$ cat config.mk
export PLATFORM = sky130hd
export DESIGN_NAME = hazard_ctrl_flat
export DESIGN_NICKNAME = d
export VERILOG_FILES = /design/src/rtl/hazard_ctrl_pkg.sv /design/src/rtl/hazard_ctrl_if.sv /design/src/rtl/hazard_perf_cnt.sv /design/src/rtl/hazard_ctrl.sv /design/src/flat_wrapper.sv
export SDC_FILE = /design/constraint.sdc
export NUM_CORES = 1
export LEC_CHECK = 0
export CORE_MARGIN = 2
export CORE_UTILIZATION = 34
export DETAILED_ROUTE_END_ITERATION = 7
export GPL_TIMING_DRIVEN = 0
export PLACE_DENSITY_LB_ADDON = 0.3
export REMOVE_ABC_BUFFERS = 1
export SLEW_MARGIN = 0
export SYNTH_ARGS = -nofsm -noshare
export SYNTH_HDL_FRONTEND = slang
export SYNTH_SLANG_ARGS = --single-unit
$ cat constraint.sdc
create_clock -name clk -period 1.6 [get_ports clk]
set_input_delay 0.32 -clock clk [delete_from_list [all_inputs] [get_ports clk]]
set_output_delay 0.32 -clock clk [all_outputs]
set_load 0.03 [all_outputs]
$ cat src/rtl/hazard_ctrl_pkg.sv
`default_nettype none
// ============================================================================
// Module      : hazard_ctrl_pkg
// Description : Shared types and constants for the pipeline hazard controller.
// Revision    : 1.0 - initial release
// ============================================================================
package hazard_ctrl_pkg;

    // Sequencer states of the hazard controller
    typedef enum logic [1:0] {
        RUN        = 2'd0,
        LOAD_STALL = 2'd1,
        MEM_WAIT   = 2'd2,
        HALT       = 2'd3
    } hz_state_t;

    // Architectural zero register: reads of it never create a dependency
    localparam logic [4:0] REG_X0 = 5'd0;

endpackage
`default_nettype wire

$ cat src/rtl/hazard_ctrl_if.sv
`default_nettype none
// ============================================================================
// Module      : hazard_ctrl_if
// Description : Hazard-control bundle between the 5-stage pipeline (master)
//               and the hazard controller (slave).
// Revision    : 1.0 - initial release
// ============================================================================
interface hazard_ctrl_if;
    logic [4:0]  id_rs1;
    logic [4:0]  id_rs2;
    logic        id_rs1_en;
    logic        id_rs2_en;
    logic [4:0]  idex_rd;
    logic        idex_memRead;
    logic        ex_redirect;
    logic        mem_req;
    logic        mem_ack;
    logic        pc_en;
    logic        ifid_en;
    logic        ifid_flush;
    logic        idex_en;
    logic        idex_flush;
    logic        exmem_en;
    logic        memwb_bubble;
    logic        mem_fault;
    logic [31:0] stall_cycles;
    logic [31:0] flush_count;

    modport master (
        output id_rs1, id_rs2, id_rs1_en, id_rs2_en, idex_rd, idex_memRead,
               ex_redirect, mem_req, mem_ack,
        input  pc_en, ifid_en, ifid_flush, idex_en, idex_flush, exmem_en,
               memwb_bubble, mem_fault, stall_cycles, flush_count
    );

    modport slave (
        input  id_rs1, id_rs2, id_rs1_en, id_rs2_en, idex_rd, idex_memRead,
               ex_redirect, mem_req, mem_ack,
        output pc_en, ifid_en, ifid_flush, idex_en, idex_flush, exmem_en,
               memwb_bubble, mem_fault, stall_cycles, flush_count
    );
endinterface
`default_nettype wire

$ cat src/rtl/hazard_perf_cnt.sv
`default_nettype none
// ============================================================================
// Module      : hazard_perf_cnt
// Description : Stall-cycle and flush performance counters (32-bit, wrapping).
//               Only compiled when HAZARD_CTRL_PERF_CNT_EN is defined.
// Revision    : 1.0 - initial release
// ============================================================================
`ifdef HAZARD_CTRL_PERF_CNT_EN
module hazard_perf_cnt (
    input  wire logic        clk,
    input  wire logic        rst_n,
    input  wire logic        stall_inc,
    input  wire logic        flush_inc,
    output logic [31:0]      stall_cycles,
    output logic [31:0]      flush_count
);
    logic [31:0] stall_q, stall_d;
    logic [31:0] flush_q, flush_d;

    // Next counter values; natural 32-bit wrap
    always_comb begin
        stall_d = stall_q + {31'd0, stall_inc};
        flush_d = flush_q + {31'd0, flush_inc};
    end

    // Counter registers
    always_ff @(posedge clk or negedge rst_n) begin
        if (!rst_n) begin
            stall_q <= '0;
            flush_q <= '0;
        end else begin
            stall_q <= stall_d;
            flush_q <= flush_d;
        end
    end

    assign stall_cycles = stall_q;
    assign flush_count  = flush_q;
endmodule
`endif
`default_nettype wire

$ cat src/rtl/hazard_ctrl.sv
`default_nettype none
// ============================================================================
// Module      : hazard_ctrl
// Description : Pipeline sequencing controller for the 5-stage core: load-use
//               bubbles, EX redirect flush, data-memory wait with timeout.
//               Optional perf counters: HAZARD_CTRL_PERF_CNT_EN.
// Revision    : 1.0 - initial release
// ============================================================================
module hazard_ctrl
    import hazard_ctrl_pkg::*;
#(
    parameter int LOAD_BUBBLES = 1,
    parameter int MEM_TIMEOUT  = 256,
    parameter int TO_W         = $clog2(MEM_TIMEOUT + 1)
) (
    input  wire logic   clk,
    input  wire logic   rst_n,
    hazard_ctrl_if.slave hz
);
    hz_state_t       state_q, state_d;
    hz_state_t       ret_q, ret_d;
    hz_state_t       eff_state;
    logic [3:0]      bcnt_q, bcnt_d;
    logic [TO_W-1:0] tocnt_q, tocnt_d;

    logic load_use;
    logic mwait;
    logic pc_en, ifid_en, ifid_flush, idex_en, idex_flush, exmem_en, memwb_bubble;

    assign load_use = hz.idex_memRead && (hz.idex_rd != REG_X0) &&
                      ((hz.id_rs1_en && (hz.id_rs1 == hz.idex_rd)) ||
                       (hz.id_rs2_en && (hz.id_rs2 == hz.idex_rd)));
    assign mwait    = hz.mem_req && !hz.mem_ack;

    // Next state and control outputs; priority mwait > redirect > load stall
    always_comb begin
        state_d      = state_q;
        ret_d        = ret_q;
        bcnt_d       = bcnt_q;
        tocnt_d      = '0;
        pc_en        = 1'b1;
        ifid_en      = 1'b1;
        ifid_flush   = 1'b0;
        idex_en      = 1'b1;
        idex_flush   = 1'b0;
        exmem_en     = 1'b1;
        memwb_bubble = 1'b0;
        // On the completing cycle of a wait, act as the state we return to
        eff_state    = (state_q == MEM_WAIT) ? ret_q : state_q;

        if (state_q == HALT) begin
            pc_en = 1'b0; ifid_en = 1'b0; idex_en = 1'b0; exmem_en = 1'b0;
            memwb_bubble = 1'b1;
        end else if (mwait) begin
            pc_en = 1'b0; ifid_en = 1'b0; idex_en = 1'b0; exmem_en = 1'b0;
            memwb_bubble = 1'b1;
            if (state_q == MEM_WAIT) begin
                tocnt_d = tocnt_q + 1'b1;
                if (tocnt_d == TO_W'(MEM_TIMEOUT)) begin
                    state_d = HALT;
                end
            end else begin
                // First wait cycle counts as one; bubble count is preserved
                state_d = MEM_WAIT;
                ret_d   = state_q;
                tocnt_d = TO_W'(1);
            end
        end else if (hz.ex_redirect) begin
            ifid_flush = 1'b1;
            idex_flush = 1'b1;
            state_d    = RUN;
            bcnt_d     = 4'd0;
        end else if ((eff_state == LOAD_STALL) || load_use) begin
            pc_en      = 1'b0;
            ifid_en    = 1'b0;
            idex_flush = 1'b1;
            if (eff_state == LOAD_STALL) begin
                if (bcnt_q <= 4'd1) begin
                    state_d = RUN;
                    bcnt_d  = 4'd0;
                end else begin
                    state_d = LOAD_STALL;
                    bcnt_d  = bcnt_q - 4'd1;
                end
            end else if (LOAD_BUBBLES > 1) begin
                state_d = LOAD_STALL;
                bcnt_d  = 4'(LOAD_BUBBLES - 1);
            end else begin
                state_d = RUN;
            end
        end else begin
            state_d = RUN;
        end

        // While reset is held the pipeline sees plain defaults
        if (!rst_n) begin
            pc_en = 1'b1; ifid_en = 1'b1; idex_en = 1'b1; exmem_en = 1'b1;
            ifid_flush = 1'b0; idex_flush = 1'b0; memwb_bubble = 1'b0;
        end
    end

    // State, return-state and counter registers
    always_ff @(posedge clk or negedge rst_n) begin
        if (!rst_n) begin
            state_q <= RUN;
            ret_q   <= RUN;
            bcnt_q  <= 4'd0;
            tocnt_q <= '0;
        end else begin
            state_q <= state_d;
            ret_q   <= ret_d;
            bcnt_q  <= bcnt_d;
            tocnt_q <= tocnt_d;
        end
    end

    assign hz.pc_en        = pc_en;
    assign hz.ifid_en      = ifid_en;
    assign hz.ifid_flush   = ifid_flush;
    assign hz.idex_en      = idex_en;
    assign hz.idex_flush   = idex_flush;
    assign hz.exmem_en     = exmem_en;
    assign hz.memwb_bubble = memwb_bubble;
    // HALT is only left through reset, so the fault flag is sticky
    assign hz.mem_fault    = (state_q == HALT);

`ifdef HAZARD_CTRL_PERF_CNT_EN
    hazard_perf_cnt u_perf_cnt (
        .clk          (clk),
        .rst_n        (rst_n),
        .stall_inc    (!pc_en && (state_q != HALT)),
        .flush_inc    (ifid_flush),
        .stall_cycles (hz.stall_cycles),
        .flush_count  (hz.flush_count)
    );
`else
    assign hz.stall_cycles = 32'd0;
    assign hz.flush_count  = 32'd0;
`endif

endmodule
`default_nettype wire

$ cat src/flat_wrapper.sv
// flat-port wrapper written by rule: the top's interface ports become plain ports
module hazard_ctrl_flat import hazard_ctrl_pkg::*;
#(
    parameter int LOAD_BUBBLES = 1,
    parameter int MEM_TIMEOUT  = 256,
    parameter int TO_W         = $clog2(MEM_TIMEOUT + 1)
)
  (clk, rst_n, hz_id_rs1, hz_id_rs2, hz_id_rs1_en, hz_id_rs2_en, hz_idex_rd, hz_idex_memRead, hz_ex_redirect, hz_mem_req, hz_mem_ack, hz_pc_en, hz_ifid_en, hz_ifid_flush, hz_idex_en, hz_idex_flush, hz_exmem_en, hz_memwb_bubble, hz_mem_fault, hz_stall_cycles, hz_flush_count);
  hazard_ctrl_if hz_i ();
  input  wire logic clk;
  input  wire logic rst_n;
  input wire logic [$bits(hz_i.id_rs1)-1:0] hz_id_rs1;
  input wire logic [$bits(hz_i.id_rs2)-1:0] hz_id_rs2;
  input wire logic [$bits(hz_i.id_rs1_en)-1:0] hz_id_rs1_en;
  input wire logic [$bits(hz_i.id_rs2_en)-1:0] hz_id_rs2_en;
  input wire logic [$bits(hz_i.idex_rd)-1:0] hz_idex_rd;
  input wire logic [$bits(hz_i.idex_memRead)-1:0] hz_idex_memRead;
  input wire logic [$bits(hz_i.ex_redirect)-1:0] hz_ex_redirect;
  input wire logic [$bits(hz_i.mem_req)-1:0] hz_mem_req;
  input wire logic [$bits(hz_i.mem_ack)-1:0] hz_mem_ack;
  output wire logic [$bits(hz_i.pc_en)-1:0] hz_pc_en;
  output wire logic [$bits(hz_i.ifid_en)-1:0] hz_ifid_en;
  output wire logic [$bits(hz_i.ifid_flush)-1:0] hz_ifid_flush;
  output wire logic [$bits(hz_i.idex_en)-1:0] hz_idex_en;
  output wire logic [$bits(hz_i.idex_flush)-1:0] hz_idex_flush;
  output wire logic [$bits(hz_i.exmem_en)-1:0] hz_exmem_en;
  output wire logic [$bits(hz_i.memwb_bubble)-1:0] hz_memwb_bubble;
  output wire logic [$bits(hz_i.mem_fault)-1:0] hz_mem_fault;
  output wire logic [$bits(hz_i.stall_cycles)-1:0] hz_stall_cycles;
  output wire logic [$bits(hz_i.flush_count)-1:0] hz_flush_count;
  assign hz_i.id_rs1 = hz_id_rs1;
  assign hz_i.id_rs2 = hz_id_rs2;
  assign hz_i.id_rs1_en = hz_id_rs1_en;
  assign hz_i.id_rs2_en = hz_id_rs2_en;
  assign hz_i.idex_rd = hz_idex_rd;
  assign hz_i.idex_memRead = hz_idex_memRead;
  assign hz_i.ex_redirect = hz_ex_redirect;
  assign hz_i.mem_req = hz_mem_req;
  assign hz_i.mem_ack = hz_mem_ack;
  assign hz_pc_en = hz_i.pc_en;
  assign hz_ifid_en = hz_i.ifid_en;
  assign hz_ifid_flush = hz_i.ifid_flush;
  assign hz_idex_en = hz_i.idex_en;
  assign hz_idex_flush = hz_i.idex_flush;
  assign hz_exmem_en = hz_i.exmem_en;
  assign hz_memwb_bubble = hz_i.memwb_bubble;
  assign hz_mem_fault = hz_i.mem_fault;
  assign hz_stall_cycles = hz_i.stall_cycles;
  assign hz_flush_count = hz_i.flush_count;
  hazard_ctrl #(.LOAD_BUBBLES(LOAD_BUBBLES), .MEM_TIMEOUT(MEM_TIMEOUT), .TO_W(TO_W)) u_core (.clk(clk), .rst_n(rst_n), .hz(hz_i));
endmodule
==> metrics.yaml, run 1 <==
max_slew_margin_pct: 48.7
power_mw: 1.11
synth_xor_area_share_pct: 8.98
hold_path_class: "flip-flop to flip-flop"
synth_top_area_share_pct: 31.8
place_hpwl_um: 2130
rsz0062_at_grt: "yes"
finalMaxSlewViolations: 0
finalInstanceArea_um2: 1840
vias_per_cell: 4.02
cts_root_buffer: "clkbuf_8"
drv_cap: 0
antenna_cells: 0
fin_skew_ps: 1.78
num_vias: 1098
cts_max_level: 1
synthDistinctLibCells: 37
grt_max_degree: 21
muxShareOfSynthArea_pct: 0.722
cpLargestDelayFamily: "simple AND/OR/NAND/NOR gates"
vdd_ir_drop_max_mv: 0.251
synthFlopType: "dfrtp_1"
rows: 24
avgRoutedWirePerCell_um: 10.6
clockBufferDepth: 2
setup_viol: 10
grt-ovfl-total: 0
use_met1_pct: 11.5
nets: 248
start_util_pct: 35.6
synthSimpleGateAreaFrac_pct: 17.3
die_w_um: 71.7
synth_enable_flop_cells: 0
core_area_um2: 4380
path_class: "flip-flop to output port"
max_stage_delay_ps: 430
placed_cells: 258
drtIter0Drc: 10
synth_adder_area_share_pct: 2.41
synthArstFlopShare_pct: 100
rr_worst_depth: 5
synth_area_leaders: "buf_4, dfrtp_1, xor2_1"
met3_usage_pct: 0.985
grtUsageMet2_pct: 19.5
synth-seq-cells: 17
leakage_nw: 0.903
p_per_area_nw_per_um2: 603
violations: "negative setup slack"
syn_avg_cell_area_um2: 8.67
dieArea_um2: 5150
synth_seq_area_share_pct: 27.3
fin_cells: 273
drt_first_pass_iters: 2
finalHoldViolCount: 0
cp.required_ps: 1280
gp_congestion: 0.687
syn_area_um2: 1560
cts_made_buffers: 3
cp.arrival_ps: 1570
status: "finished, violations left"
crit_chain: "and4bb_2 > nor3_2 > or2_4 > o31ai_4 > buf_6"
area_growth_pct: 18.2
path_buf_inv: 1
critPathCaptureType: "output port"
io_buffer_count: 30
synth_top_family_by_area: "buffers and inverters"
tightestPinTransition_ps: 767
antenna_found_initial: 0
dieHeight_um: 71.7
cts_tree: "built"
cp.depth: 5
worst_slack_ps: -286
grt_pass1_wl_um: 4260
synth_top_area_cell: "buf_4"
holdPathStages: 1
final_layout_size_suffix_gt1_share_pct: 25.8
busiest_layer: "met2"
grt_pass1_vias: 1002
startpoint_type: "flip-flop"
synth_common_cells: "buf_4, dfrtp_1, nor2_1"
clk_latency_ps: 250
io_pins: 95
fmax_ghz: 0.530
synth_compound_area_share_pct: 8.90
cpMaxStageDelayCell: "dfrtp_1"
period_minus_slack_ps: 1890
post-route-period-util_pct: 118
final_antenna_net_count: 0
wl_um: 2890
ys_warn_count: 0
path_clk_slew_ps: 70
placed_area_um2: 1660
syn_inst: 180
cp_max_fo: 5
cts_sinks: 17
global_route.usage.total_pct: 10.1
drc_errors: 0
synth_most_common_cell: "buf_4"
-- power breakdown --
| group | total (mW) | switching (mW) | internal, mW |
|---|---|---|---|
| clock | 0.319 | 0.147 | 0.173 |
| combinational | 0.361 | 0.276 | 0.0852 |
| sequential | 0.432 | 0.00135 | 0.431 |
| total | 1.11 | 0.424 | 0.689 |
-- layout make-up --
class	count	area [µm²]
Clock buffer	3	41.3
Clock inverter	1	5.00
Fill cell	464	2540
Inverter	7	26.3
Multi-Input combinational cell	152	928
Sequential cell	17	427
Tap cell	52	65.1
Timing Repair Buffer	41	352
-- worst paths after layout --
check                                                end                           from  slack [ps]
setup / recovery                           hz_idex_flush  u_core.state_q[0]$_DFFE_PN0P_        -290
max in group asynchronous  u_core.state_q[1]$_DFFE_PN0P_                          rst_n         320
hold reg to reg              u_core.ret_q[0]$_DFFE_PN0P_    u_core.ret_q[0]$_DFFE_PN0P_         510
min in group asynchronous    u_core.tocnt_q[4]$_DFF_PN0_                          rst_n         750
hold / removal               u_core.ret_q[0]$_DFFE_PN0P_    u_core.ret_q[0]$_DFFE_PN0P_         510
setup reg to reg            u_core.bcnt_q[3]$_DFFE_PN0P_  u_core.state_q[0]$_DFFE_PN0P_        -160
-- layer usage --
metal / share of wire (%) / vias to the layer above
met5: 0 / -
li1: - / 539
met4: 1.1 / 0
met3: 5.0 / 4
met2: 57 / 42
met1: 37 / 513
-- sequential cells by signal (all words and copies together) (netlist names) --
register,count
u_core.state_q,2
u_core.tocnt_q,9
u_core.bcnt_q,4
u_core.ret_q,2
-- per-stage QoR --
step                      TNS, ps  utilization, %  hold slack [ps]  worst slack, ps
after detailed placement   -10710            37.8              491            -1490
after global placement     -10430            37.8              484            -1490
final                       -1490            42.1              506             -286
after floorplan             -1280               -             24.4             -390
after global routing        -2270            42.1              517             -347
after CTS                   -1880            41.0              124             -305
-- kinds of logic after synthesis --
group                      Yosys count
buffers and inverters               74
xor gates and xnor gates            16
DFF                                 17
adders and majority gates            3
muxes                                1
and+or+nand+nor                     50
AOI/OAI and AO/OA                   18
other                                1
-- what timing repair did --
action                                  4_1_cts  5_1_grt
hold endpoints to repair                      0       17
hold buffers                                  0        1
pin swaps                                    14       14
endpoints found under the setup margin       12       13
gates resized for setup                      94       30
setup buffers                                10        0
-- cells in the final DEF (no fill, tap or decap), types with 5 or more instances in the layout --
master    netlist  final
nand2_1         8      5
clkbuf_2        0      6
conb_1          1     64
nor2_1         15     15
inv_1           7      6
buf_6           1      7
buf_4          66     10
o21ai_0         7      6
xor2_1         11      9
dfrtp_1        17     16
Note: power is estimated with default switching activity, not from simulation.
==> inputs of run 2 (changes only) <==
--- a/config.mk
+++ b/config.mk
@@ -14,4 +14,5 @@
 export SLEW_MARGIN = 0
 export SYNTH_ARGS = -nofsm -noshare
 export SYNTH_HDL_FRONTEND = slang
+export SYNTH_HIERARCHICAL = 1
 export SYNTH_SLANG_ARGS = --single-unit
==> metrics.yaml, run 2 <==
nets: 248
layout_common_cells: "conb_1, buf_4, dfrtp_1, nor2_1, xor2_1"
holdPathStages: 3
hold_path_class: "input pin to flip-flop"
reg2reg_to: "u_core/bcnt_q[0]$_DFFE_PN0P_"
synth-seq-cells: 17
final_util_pct: 43.6
ys_warn_count: 6
synthArstFlopShare_pct: 100
tightestPinTransition_ps: 785
grtUsageMet2_pct: 18.8
avgRoutedWirePerCell_um: 10.9
cp.arrival_ps: 1550
synth_top_area_cell: "buf_4"
min_to: "u_core/tocnt_q[1]$_DFF_PN0_"
num_vias: 1125
drc_errors: 0
cts_made_buffers: 3
synthDistinctLibCells: 39
synth_most_common_cell: "buf_4"
top_regs: "u_core/tocnt_q (9), u_core/bcnt_q (4)"
place_hpwl_um: 2050
global_route.usage.total_pct: 11.1
grt_max_degree: 22
period_minus_slack_ps: 1870
cpMaxStageDelayCell: "dfrtp_2"
start_util_pct: 35.1
synthFlopType: "dfrtp_1"
drv_cap: 0
antenna_cells: 0
clk_latency_ps: 250
antenna_found_initial: 0
p_per_area_nw_per_um2: 582
worst_slack_ps: -271
r2r-start: "u_core/state_q[0]$_DFFE_PN0P_"
path_class: "flip-flop to output port"
clockBufferDepth: 2
grt_pass1_wl_um: 4310
vias_per_cell: 4.12
syn_area_um2: 1530
cts_root_buffer: "clkbuf_8"
io_pins: 95
placed_area_um2: 1630
final_common_cell: "conb_1"
final_antenna_net_count: 0
gp_congestion: 0.783
critPathCaptureType: "output port"
fin_cells: 273
violations: "negative setup slack"
drt_first_pass_iters: 4
power_mw: 1.11
fmax_ghz: 0.534
cts_tree: "built"
synth_top_area_share_pct: 32.5
cp.required_ps: 1280
syn_avg_cell_area_um2: 8.62
finalMaxSlewViolations: 0
drtIter0Drc: 101
reg2reg_setup_slack_ps: -20
dieArea_um2: 5040
area_growth_pct: 24.5
die_w_um: 71.0
finalInstanceArea_um2: 1900
met3_usage_pct: 1.85
crit_chain: "and4bb_2 > o311ai_4 > o22ai_1 > buf_4"
cts_sinks: 17
rsz0062_at_grt: "yes"
io_buffer_count: 30
num-fill-cells: 428
core_area_um2: 4350
grt_pass1_vias: 926
rows: 24
startpoint_type: "flip-flop"
rr_worst_depth: 4
grt-ovfl-total: 0
placed_cells: 255
use_met1_pct: 13.6
cts_max_level: 1
synth_common_cells: "buf_4, dfrtp_1, nor2_1"
cp_max_fo: 5
leakage_nw: 0.963
final_layout_size_suffix_gt1_share_pct: 29.4
busiest_layer: "met2"
setup_viol: 8
max_stage_delay_ps: 450
path_clk_slew_ps: 70
max_slew_margin_pct: 47.5
finalHoldViolCount: 0
synth_area_leaders: "buf_4, dfrtp_1, xor2_1"
synth_seq_area_share_pct: 27.9
syn_inst: 177
largest_reg_flops: 9
post-route-period-util_pct: 117
worstHoldStart: "hz_mem_ack"
largest_register: "u_core/tocnt_q"
status: "finished, violations left"
hold_slack_ps: 445
vdd_ir_drop_max_mv: 0.248
synth_enable_flop_cells: 0
dieHeight_um: 71.0
wl_um: 2970
fin_skew_ps: 5.86
run 2: changes by cell type after synthesis, sizes merged, moves of 2 or more:
cell	before	now
and2	1	4
nor2	15	12
nand3	4	2
nor2b	4	2
nor3	4	2
o21ai	7	9
or4	1	3
xnor2	5	3
run 2: metrics by stage:
step | setup slack, ps | TNS, ps
floorplan | -430 | -1210
global placement | -1430 | -11150
detailed placement | -1390 | -10780
CTS | -245 | -1050
global route | -313 | -1220
finish | -271 | -826
run 2: what timing repair did:
action | 4_1_cts | 5_1_grt
setup buffers | 6 | 7
hold buffers | 0 | 1
endpoints found under the setup margin | 13 | 12
gates resized for setup | 114 | 34
pin swaps | 16 | 14
hold endpoints to repair | 0 | 17
run 2: worst max path at each step:
stage                                  start             to  slack (ps)
3_3_place_gp                           rst_n     hz_ifid_en       -1430
5_1_grt        u_core/state_q[0]$_DFFE_PN0P_  hz_idex_flush        -310
6_report       u_core/state_q[1]$_DFFE_PN0P_  hz_idex_flush        -270
3_5_place_dp                           rst_n       hz_pc_en       -1390
4_1_cts                        hz_idex_rd[2]       hz_pc_en        -240
2_1_floorplan  u_core/state_q[1]$_DFFE_PN0P_     hz_ifid_en        -430
run 2: layout make-up:
cell class / count / area [µm²] / area share, %
timing repair buffer: 44 / 363 / 19.1
multi-input combinational: 149 / 973 / 51.2
tap: 52 / 65.1 / 3.42
sequential: 17 / 428 / 22.5
clock buffer: 4 / 45.0 / 2.37
inverter: 7 / 26.3 / 1.38
run 2: power by group:
| part | leakage [nW] | internal [mW] | switching, mW |
|---|---|---|---|
| clock | 0.0228 | 0.176 | 0.142 |
| combinational | 0.713 | 0.0786 | 0.279 |
| sequential | 0.227 | 0.430 | 0 |
run 2: cell families after synthesis:
logic type               share of synthesized area (%)
multiplexers                                      1.39
AO/OA/AOI/OAI                                     8.61
adder cells (fa/ha/maj)                           2.46
AND/OR/NAND/NOR                                   17.0
flip-flops                                        27.9
other                                            0.246
buffers and inverters                             34.4
XOR/XNOR                                          8.03
run 2: worst max-delay path: cells and delay by family, from the launching register on:
family	cells	cell delay [ps]
AO/OA/AOI/OAI	2	390
flip-flops	1	450
buffers and inverters	1	180
AND/OR/NAND/NOR	1	290
run 2: per-layer routing:
| layer | wire, µm | vias up | share of wire (%) |
|---|---|---|---|
| met5 | 0 | - | 0 |
| met4 | 0 | 0 | 0 |
| met3 | 138 | 0 | 4.6 |
| met2 | 1620 | 44 | 55 |
| met1 | 1210 | 534 | 41 |
| li1 | - | 547 | - |
==> patch (flow settings as in run 1) <==
Build with the macro `HAZARD_CTRL_PERF_CNT_EN` defined.
--- a/src/rtl/hazard_perf_cnt.sv
+++ b/src/rtl/hazard_perf_cnt.sv
@@ -5,6 +5,8 @@
 //               Only compiled when HAZARD_CTRL_PERF_CNT_EN is defined.
 // Revision    : 1.0 - initial release
 // ============================================================================
+`define HAZARD_CTRL_PERF_CNT_EN
+
 `ifdef HAZARD_CTRL_PERF_CNT_EN
 module hazard_perf_cnt (
     input  wire logic        clk,
Check against the original RTL: not equivalent (a bounded check fails within 4 cycles, from zero or initial values and one cycle with rst_n low).
==> patch against run 1 <==
  * The run still ends with negative setup slack left
  * Sequential cell count grew 64
  * Area after synthesis grew 150%
  * Setup slack lost 370 ps
  * Sequential power grew to 4.7 times the old value
  * Routed wire length grew to 3.3 times the old value
  * Count of clock-buffer cells in the layout grew 8
  * Cell area grew to 3.4 times the old value
  * First-iteration DRC count grew to 14 times the old value
  * Power grew to 3.8 times the old value
  * Worst hold slack lost 480 ps
  * Critical path type is now flip-flop to flip-flop
  * Critical endpoint is now u_core.u_perf_cnt.stall_cycles[16]$_DFF_PN0_
  * Largest cell class unchanged
  * Highest routed layer unchanged
==> patch: results (changes against run 1) <==
Clocking
  – Post-CTS Hold Buffers: 3 (was 0)
  – CTS root buffer: clkbuf_16 (was clkbuf_8)
  – Post_cts resized: 262 (was 94)

Timing
  – Slew margin rel.: 0.343 (was 0.487)
  – Worst Skew: 5.01 ps (was 1.78 ps)
  – Final WS setup: -660 ps (was -286 ps)
  – Setup violations, final: 69 (was 10)

GRT
  – M2 GR Usage: 0.263 (was 0.195)
  – GR Util met3: 0.0340 (was 0.00985)
  – Largest net degree at the start of global routing: 36 (was 21)
  – Met1 usage: 0.187 (was 0.115)

Placed design
  – Placed insts: 583 (was 258)
  – Detail Placement HPWL: 5830 µm (was 2130 µm)
  – I/O Buffers: 94 (was 30)
  – Setup WS pre-CTS: -1680 ps (was -1490 ps)

Routing
  – Total wire length: 9500 µm (was 2890 µm)
  – Router iterations before antenna repair: 4 (was 2)
  – Initial DRC Count: 141 (was 10)
  – Met1 Routed Length: 4170 µm (was 1080 µm)

Setup path
  – Reg2Reg Depth: 10 (was 5)
  – CP max stage cell: dfrtp_2 (was dfrtp_1)
  – Crit path DAT: 2520 ps (was 1570 ps)

Synth
  – Largest cells by area after synthesis: dfrtp_1 53%, xnor2_1 13%, xor2_1 4.3%, nand2_1 3.9%, nand3_1 3.9% (was buf_4 32%, dfrtp_1 27%, xor2_1 6.2%, nor2_1 3.6%, xnor2_1 2.8%)
  – Synth cell types: 43 (was 37)
  – Post-synth top cells: 81 x dfrtp_1, 57 x xnor2_1, 40 x nand2_1 (was 66 x buf_4, 17 x dfrtp_1, 15 x nor2_1)

Power
  – Sw power: 910 µW (was 424 µW)
  – Logic pwr share: 0.059 (was 0.325)
  – P_seq: 2050 µW (was 432 µW)

Cells and area
  – Ratio of cells with drive above 1 in the final layout: 0.369 (was 0.258)

Outcome
  – Status: finished with violations (unchanged)
  – Failing checks: negative setup slack (unchanged)
## patch: cell families (layout without fill, tap and decap cells)
group | Yosys count | after routing | synth area share
adders and majority gates | 7 | 7 | 0.0227
buffers and inverters | 11 | 173 | 0.0127
and+or+nand+nor | 153 | 153 | 0.223
AOI/OAI and AO/OA | 21 | 21 | 0.0403
xor gates and xnor gates | 76 | 76 | 0.173
muxes | 1 | 1 | 0.00292
DFF | 81 | 81 | 0.526
## patch: area by class of cell
class | instances | area (µm²)
clock buffer | 11 | 233
clock inverter | 4 | 45.0
fill | 894 | 4690
inverter | 9 | 36.3
multi-input combinational | 258 | 2310
sequential | 81 | 2030
tap | 140 | 175
timing repair buffer | 149 | 1420
## patch: worst paths after layout
| kind | from | to |
|---|---|---|
| worst max-delay path | u_core.state_q[0]$_DFFE_PN0P_ | u_core.u_perf_cnt.stall_cycles[16]$_DFF_PN0_ |
| worst min-delay path | rst_n | u_core.u_perf_cnt.stall_cycles[25]$_DFF_PN0_ |
| worst max register to register | u_core.state_q[0]$_DFFE_PN0P_ | u_core.u_perf_cnt.stall_cycles[16]$_DFF_PN0_ |
| worst min register to register | u_core.u_perf_cnt.stall_cycles[31]$_DFF_PN0_ | u_core.u_perf_cnt.stall_cycles[31]$_DFF_PN0_ |
| max in group asynchronous | rst_n | u_core.state_q[0]$_DFFE_PN0P_ |
| min in group clk | u_core.u_perf_cnt.stall_cycles[31]$_DFF_PN0_ | u_core.u_perf_cnt.stall_cycles[31]$_DFF_PN0_ |
## patch: metrics by stage
| step | hold WS (ps) | total power, µW |
|---|---|---|
| floorplan | 24.4 | 2140 |
| global placement | 459 | 2260 |
| detailed placement | 319 | 2270 |
| CTS | 18.0 | 4300 |
| global route | 26.4 | 4450 |
| finish | 22.2 | 4280 |
